$ cat config.mk
export PLATFORM = sky130hd
export DESIGN_NAME = instr_fetch_unit
export DESIGN_NICKNAME = d
export VERILOG_FILES = /design/src/rtl/instr_fetch_unit.sv
export SDC_FILE = /design/constraint.sdc
export NUM_CORES = 1
export LEC_CHECK = 0
export ABC_AREA = 1
export CAP_MARGIN = 20
export CORE_MARGIN = 2
export CORE_UTILIZATION = 50
export DETAILED_ROUTE_END_ITERATION = 10
export PLACE_DENSITY = 0.8
export SKIP_LAST_GASP = 1
export SLEW_MARGIN = 20
export SYNTH_ARGS = -nofsm -noshare
export SYNTH_HDL_FRONTEND = slang
export SYNTH_SLANG_ARGS = --single-unit
$ cat constraint.sdc
create_clock -name clock -period 6.9 [get_ports clock]
set_input_delay 1.38 -clock clock [delete_from_list [all_inputs] [get_ports clock]]
set_output_delay 1.38 -clock clock [all_outputs]
set_load 0.01 [all_outputs]
$ cat src/rtl/instr_fetch_unit.sv
// Instruction fetch: issues single-word reads at the PC, buffers returned
// instructions in a 2-entry queue, and flushes everything on redirect.
module instr_fetch_unit (
   input  logic        clock,
   input  logic        reset,
   input  logic [26:0] pc_addr,
   output logic        pc_inc,
   input  logic        redirect,
   output logic        imem_req,
   output logic [26:0] imem_addr,
   input  logic        imem_ack,
   input  logic [31:0] imem_rdata,
   output logic        instr_valid,
   output logic [31:0] instr_data,
   output logic [26:0] instr_pc,
   input  logic        instr_ready
);

   typedef enum logic [1:0] {IDLE, REQ, DROP} state_t;

   state_t      state_q, state_d;
   logic        req_q, req_d;
   logic [26:0] addr_q, addr_d;
   logic [1:0]  count_q, count_d;
   logic        wptr_q, wptr_d;
   logic        rptr_q, rptr_d;
   logic [31:0] data_q [2];
   logic [31:0] data_d [2];
   logic [26:0] pcs_q [2];
   logic [26:0] pcs_d [2];
   logic        push;
   logic        pop;

   always_comb begin
      state_d = state_q;
      req_d   = req_q;
      addr_d  = addr_q;
      pc_inc  = 1'b0;
      unique case (state_q)
         IDLE: begin
            // pc_addr is stale during a redirect, so wait one cycle
            if (count_q < 2'd2 && !redirect) begin
               state_d = REQ;
               req_d   = 1'b1;
               addr_d  = pc_addr;
            end
         end
         REQ: begin
            if (imem_ack) begin
               pc_inc  = !redirect;
               req_d   = 1'b0;
               state_d = IDLE;
            end else if (redirect) begin
               state_d = DROP;
            end
         end
         DROP: begin
            if (imem_ack) begin
               req_d   = 1'b0;
               state_d = IDLE;
            end
         end
         default: begin
            state_d = IDLE;
            req_d   = 1'b0;
         end
      endcase
   end

   assign push = pc_inc;
   assign pop  = instr_ready && (count_q != 2'd0);

   always_comb begin
      count_d = count_q;
      wptr_d  = wptr_q;
      rptr_d  = rptr_q;
      data_d  = data_q;
      pcs_d   = pcs_q;
      if (push) begin
         data_d[wptr_q] = imem_rdata;
         pcs_d[wptr_q]  = addr_q;
         wptr_d         = ~wptr_q;
      end
      if (pop) begin
         rptr_d = ~rptr_q;
      end
      if (push && !pop) begin
         count_d = count_q + 2'd1;
      end else if (pop && !push) begin
         count_d = count_q - 2'd1;
      end
      // A redirect wins over any same-cycle push or pop
      if (redirect) begin
         count_d = 2'd0;
         wptr_d  = 1'b0;
         rptr_d  = 1'b0;
      end
   end

   always_ff @(posedge clock or posedge reset) begin
      if (reset) begin
         state_q   <= IDLE;
         req_q     <= 1'b0;
         addr_q    <= '0;
         count_q   <= '0;
         wptr_q    <= 1'b0;
         rptr_q    <= 1'b0;
         data_q[0] <= '0;
         data_q[1] <= '0;
         pcs_q[0]  <= '0;
         pcs_q[1]  <= '0;
      end else begin
         state_q <= state_d;
         req_q   <= req_d;
         addr_q  <= addr_d;
         count_q <= count_d;
         wptr_q  <= wptr_d;
         rptr_q  <= rptr_d;
         data_q  <= data_d;
         pcs_q   <= pcs_d;
      end
   end

   assign imem_req    = req_q;
   assign imem_addr   = addr_q;
   assign instr_valid = (count_q != 2'd0);
   assign instr_data  = data_q[rptr_q];
   assign instr_pc    = pcs_q[rptr_q];

endmodule

# After elaboration in Yosys (flattened, before gate mapping)
# Cells that the tools add are included.
# totals
reg_bits	152
in_bits	64
out_inout_bits	89
elab_cells	72
# classes
reduce_logical	17
addsub	2
bitwise	4
n_eq_ne	6
magnitude_cmp	4
mux	29
# ops
operator	count
$mux 32	4
$mux 27	4
$bwmux 64	1
$bwmux 54	1
$demux 32 s1	1
$demux 27 s1	1
$mux 2	7
$mux 1	8
$pmux 2 s3	1
$reduce_bool 2->1	3
$logic_and 1x1->1	5
$ge 2x2->1 const B	2
$ne 2x2->1 const B	2
$not 1->2	2
$reduce_and 2->1	2
$logic_not 1->1	3
$ne 3x3->1 const B	1
$reduce_and 3->1	1
$reduce_bool 3->1	1
$add 2x1->2 const B	1
$eq 2x1->1 const B	1
$eq 2x2->1 const B	1
$logic_not 2->1	1
$lt 2x1->1 const B	1
6 further kinds	7

# Depth between registers and ports, before layout
# Gate-level depths: netlist of run 1.
# depth
ltp_word	8
ltp_mapped	9

# Worst setup path after synthesis of run 1
# Ideal clock, no wire load.
# synth_path
path_kind	input to output
from	input port imem_ack
to	output port pc_inc
stages	2
t_required_ns	5.520
path_slack_ns	3.910
t_arrival_ns	1.610
cell_sequence	nand2_1 > nor2_2
# synth_via
elab_chain_cells	2
# synth_rtl
item	line	source
start: declaration	11	input logic imem_ack,
$mux 1	49	if (imem_ack) begin
$mux 1	39	unique case (state_q)
end: declaration	7	output logic pc_inc,
# Every way passes these cells.

# Worst setup path after layout of run 1
# Same ends and word-level chain as after synthesis.

==> results.tsv, run 1 <==
metric	value	unit
max_slew_margin	33.1	%
cts.sinks	152	
drt_iter0_drc	384	
final_common_cell	nand2_1	
fin_nets	972	
cts_max_level	4	
syn_to_final_growth	35.3	%
slew_violations	0	
drv_cap	0	
ctsHoldBuffers	0	
clkLatencyLatePin	0.42	ns
synthesis.nets	840	
synth_area_per_cell	8.30	µm²
end_kind	output port	
setup_viol	0	
die_w	117	µm
rr_worst_depth	6	
nFillCells	1015	
synth-simple-area-share	21.1	%
numCtsBuffers	17	
synth_top_family_by_area	simple AND/OR/NAND/NOR gates	
synth_mux_area_share	0	%
grt_max_degree	119	
crit_path_end	pc_inc	
synth_area_leaders	dfrtp_1 (59%), nand2_1 (18%), o21ai_0 (8.3%)	
rr_startpoint	state_q[1]	
crit_fanout	3	
portBuffers	152	
row_count	41	
status	completed	
crit_path_start_kind	primary input	
overflow	0	
remaining_drc_errors	0	
min_period	4.23	ns
layout_common_cells	nand2_1 (309), clkdlybuf4s50_1 (152), dfrtp_1 (151)	
ys_seq_area_share	59.3	%
synth_compound_area_share	11.9	%
routed_via_density	4.93	
grt_pass1_wl	24100	µm
postCtsSetupRepairBufs	0	
antenna_found_initial	0	
routabilityCongestion	0.785	
ioPinCount	153	
multiInputGateArea	0.00217	mm²
yosysWarnings	0	
vias	5377	
start_util	51.1	%
cts.path.max_buffers	2	
syn_inst	773	
place_area	0.00799	mm²
reg2reg_to	data_q[43]	
finalSetupTns	0	ns
track_usage	22.6	%
cp.arrival	2.85	ns
clk_pin_slew	0.06	ns
grt_pass1_vias	5052	
max_freq	0.237	GHz
rsz0062_at_grt	no	
final_cell_area	0.00868	mm²
coreArea	0.0126	mm²
ff_latch_area	0.00380	mm²
skew	0.00542	ns
cts_tree	built	
vdd_drop_max	0.268	mV
p_leak	4.37	nW
setup.worst_path.class	primary input to output port	
cp.required	5.52	ns
critPathLaunch	imem_ack	
synth_xor_area_share	0	%
dieHeight	117	µm
drive_above_1_share	4.79	%
hold_viol_final	0	
worstMarginPinSlew	1.00	ns
die_area	0.0138	mm²
cts_root_buffer	clkbuf_16	
yosysTopAreaCell	dfrtp_1	
detailed_place_hpwl	8700	µm
synth.distinct_cells	19	
syn_area	0.00642	mm²
dr.pass1.iters	5	
yosys.area.top_type_share	59.3	%
cts-resized-gates	0	
hold_path.class	flip-flop to flip-flop	
power_per_cell_area	466	mW/mm²
ys_ff_latch	152	
fin_crit_sh	61.3	%
wirelength	14700	µm
r2r_setup_slack	4.66	ns
ant_nets	0	
synth-adder-area-share	0.585	%
wl_per_cell	13.5	µm
## per-layer routing
metal	vias up	routed length, µm	track usage [%]
li1	2672	-	-
met1	2522	6410	29.6
met2	170	6880	35.3
met3	13	1190	8.19
met4	0	198	7.53
met5	-	0	0
## through the flow
step | std cells | total power [mW] | utilization (%) | hold slack (ns) | setup slack (ns)
floorplan | 773 | 2.28 | - | 0.453 | 1.43
global placement | 1057 | 3.00 | 63.6 | 0.465 | 2.81
detailed placement | 1057 | 3.05 | 63.6 | 0.472 | 2.79
CTS | 1089 | 4.06 | 68.7 | 0.487 | 2.79
global route | 1090 | 4.35 | 69.0 | 0.502 | 2.62
finish | 1091 | 4.04 | 69.1 | 0.483 | 2.67
## power breakdown
| group | total [mW] | internal (mW) | switching, mW |
|---|---|---|---|
| Sequential | 1.51 | 1.29 | 0.215 |
| Combinational | 1.55 | 0.762 | 0.791 |
| Clock | 0.985 | 0.645 | 0.339 |
| Total | 4.04 | 2.70 | 1.35 |
## cells by family (layout without fill, tap and decap cells)
group | count (synthesis) | after routing
other | 0 | 1
buffers and inverters | 112 | 257
adders and majority gates | 3 | 3
and+or+nand+nor | 353 | 353
AOI/OAI and AO/OA | 153 | 153
DFF | 152 | 152
## layout make-up
type | instances | share of cell area (%)
Clock buffer | 26 | 6.21
Timing Repair Buffer | 156 | 18.1
Multi-Input combinational cell | 509 | 25.0
Sequential cell | 152 | 43.8
Clock inverter | 6 | 1.24
Inverter | 69 | 3.06
Tap cell | 172 | 2.48
Antenna cell | 1 | 0.0288
## cells in the mapped netlist (all sizes together)
library cell,number
nand2,311
dfrtp,152
o21ai,123
inv,68
nor2,32
a21oi,30
clkbuf,28
buf,15
nand3,7
ha,3
nand4,2
clkinv,1
or2,1
## state kept, by name (all words and copies together), names as in the netlist
signal / cells
count_q: 2
imem_addr: 27
rptr_q: 1
state_q: 2
pcs_q: 54
imem_req: 1
data_q: 64
wptr_q: 1
## worst max-delay path: stages
cell and delay, ns:
clkdlybuf4s50_1 0.53, nand2_1 0.10, nor2_2 0.24, clkdlybuf4s50_1 0.59
## worst min path at each step
stage               cells past startpoint       from   endpoint  slack [ns]
finish                                  2  pcs_q[22]  pcs_q[22]        0.48
global route                            2  pcs_q[47]  pcs_q[47]        0.50
CTS                                     2  pcs_q[21]  pcs_q[21]        0.49
detailed placement                      2  pcs_q[21]  pcs_q[21]        0.47
global placement                        2  pcs_q[11]  pcs_q[11]        0.47
floorplan                               2  data_q[0]  data_q[0]        0.45
Note: power is estimated with default switching activity, not from simulation.
==> run 2: changes to the inputs <==
Clock period 6.9 ns to 4.28 ns, I/O delays scaled along.
==> results.tsv, run 2 (same netlist as run 1, synthesis figures left out) <==
metric	value	unit
status	completed	
detailed_place_hpwl	8880	µm
ioPinCount	153	
switchingPower	2.17	mW
wl_per_cell	13.5	µm
power_frac_clock	24.0	%
max_slew_margin	36.4	%
setup_viol	0	
rsz0062_at_grt	no	
antenna_found_initial	0	
finalSetupTns	0	ns
dpl.cell_count	1058	
grt_pass1_wl	24600	µm
layout_common_cells	nand2_1 (309), clkdlybuf4s50_1 (152), dfrtp_1 (151)	
dr.pass1.iters	5	
wirelength	14700	µm
remaining_drc_errors	0	
crit_fanout	35	
final_util	68.9	%
portBuffers	152	
hold_path_depth	2	
cts.path.max_buffers	2	
hold_path.class	flip-flop to flip-flop	
fin_nets	972	
vdd_drop_max	0.457	mV
ant_nets	0	
dieHeight	117	µm
ctsHoldBuffers	0	
postCtsSetupRepairBufs	0	
syn_to_final_growth	35.0	%
numCtsBuffers	17	
drt_iter0_drc	427	
start_util	51.1	%
grt_pass1_vias	5164	
coreArea	0.0126	mm²
grt_max_degree	153	
die_w	117	µm
cts-resized-gates	0	
hold_viol_final	0	
largest_register	data_q	
fin_crit_sh	76.9	%
drv_cap	0	
cts.sinks	152	
switching_share	33.5	%
min_period	3.29	ns
power_per_cell_area	748	mW/mm²
vias	5404	
antennaDiodeCount	0	
end_kind	output port	
clkLatencyLatePin	0.42	ns
p_int	4.31	mW
clk_pin_slew	0.06	ns
track_usage	23.0	%
cts_max_level	4	
p_seq_share	37.4	%
slew_violations	0	
cp.arrival	2.44	ns
cts_tree	built	
drive_above_1_share	4.68	%
worstMarginPinSlew	0.950	ns
cp.required	3.42	ns
crit_path_start_kind	flip-flop	
p_leak	4.35	nW
routabilityCongestion	0.797	
largest_register_ffs	64	
combPwrFrac	38.6	%
cts_root_buffer	clkbuf_16	
die_area	0.0138	mm²
skew	0.00640	ns
routed_via_density	4.96	
setup.worst_path.class	flip-flop to output port	
rr_worst_depth	6	
final_common_cell	nand2_1	
overflow	0	
max_freq	0.304	GHz
row_count	41	
fin_cells	1090	
-- run 2: changes by cell type in the layout (fill, tap and decap cells not counted), sizes merged --
cell	change
clkbuf	-1
clkinvlp	+1
diode	-1
-- run 2: layout make-up --
type                    instances  area [µm²]
well taps                     172         215
multi-input cells             509        2170
flip-flops and latches        152        3800
fillers                      1055        3910
clock inverters                 7         113
repair buffers                156        1580
inverters                      69         263
clock buffers                  25         515
-- run 2: power by group through the flow --
stage | logic [mW] | clock network [mW] | registers (mW)
6_report | 2.50 | 1.56 | 2.42
3_5_place_dp | 2.50 | 0 | 2.43
5_1_grt | 2.83 | 1.64 | 2.50
3_3_place_gp | 2.45 | 0 | 2.40
4_1_cts | 2.54 | 1.58 | 2.42
2_1_floorplan | 1.26 | 0 | 2.42
-- run 2: path summary, 6_finish.rpt --
check | start | endpoint | slack [ns]
max reg2reg | state_q[1] | pcs_q[26] | 2.27
min | data_q[58] | data_q[58] | 0.48
min in group asynchronous | reset | data_q[4] | 1.01
max in group asynchronous | reset | data_q[21] | 2.66
max | rptr_q | instr_data[25] | 0.99
min reg2reg | data_q[58] | data_q[58] | 0.48
-- run 2: routing by layer --
metal / track usage, % / vias up / wire, µm
met4: 8.39 / 0 / 244
met3: 7.47 / 20 / 1110
met1: 30.5 / 2557 / 6440
met2: 35.7 / 149 / 6940
li1: - / 2678 / -
met5: 0 / - / 0
-- run 2: metrics by stage --
stage / hold slack, ns / power (mW) / worst slack, ns / instance area (µm²)
floorplan: 0.453 / 3.68 / 1.51 / 6420
global placement: 0.465 / 4.85 / 1.23 / 8020
detailed placement: 0.472 / 4.93 / 1.21 / 8020
CTS: 0.487 / 6.53 / 0.951 / 8650
global route: 0.496 / 6.97 / 0.841 / 8660
finish: 0.482 / 6.48 / 0.989 / 8660
-- run 2: worst max-delay path: stages, from the launching register on --
cell and delay, ns:
dfrtp_2 0.40, inv_2 0.37, buf_4 0.46, nand2_1 0.11
nand2_1 0.10, clkdlybuf4s50_1 0.54
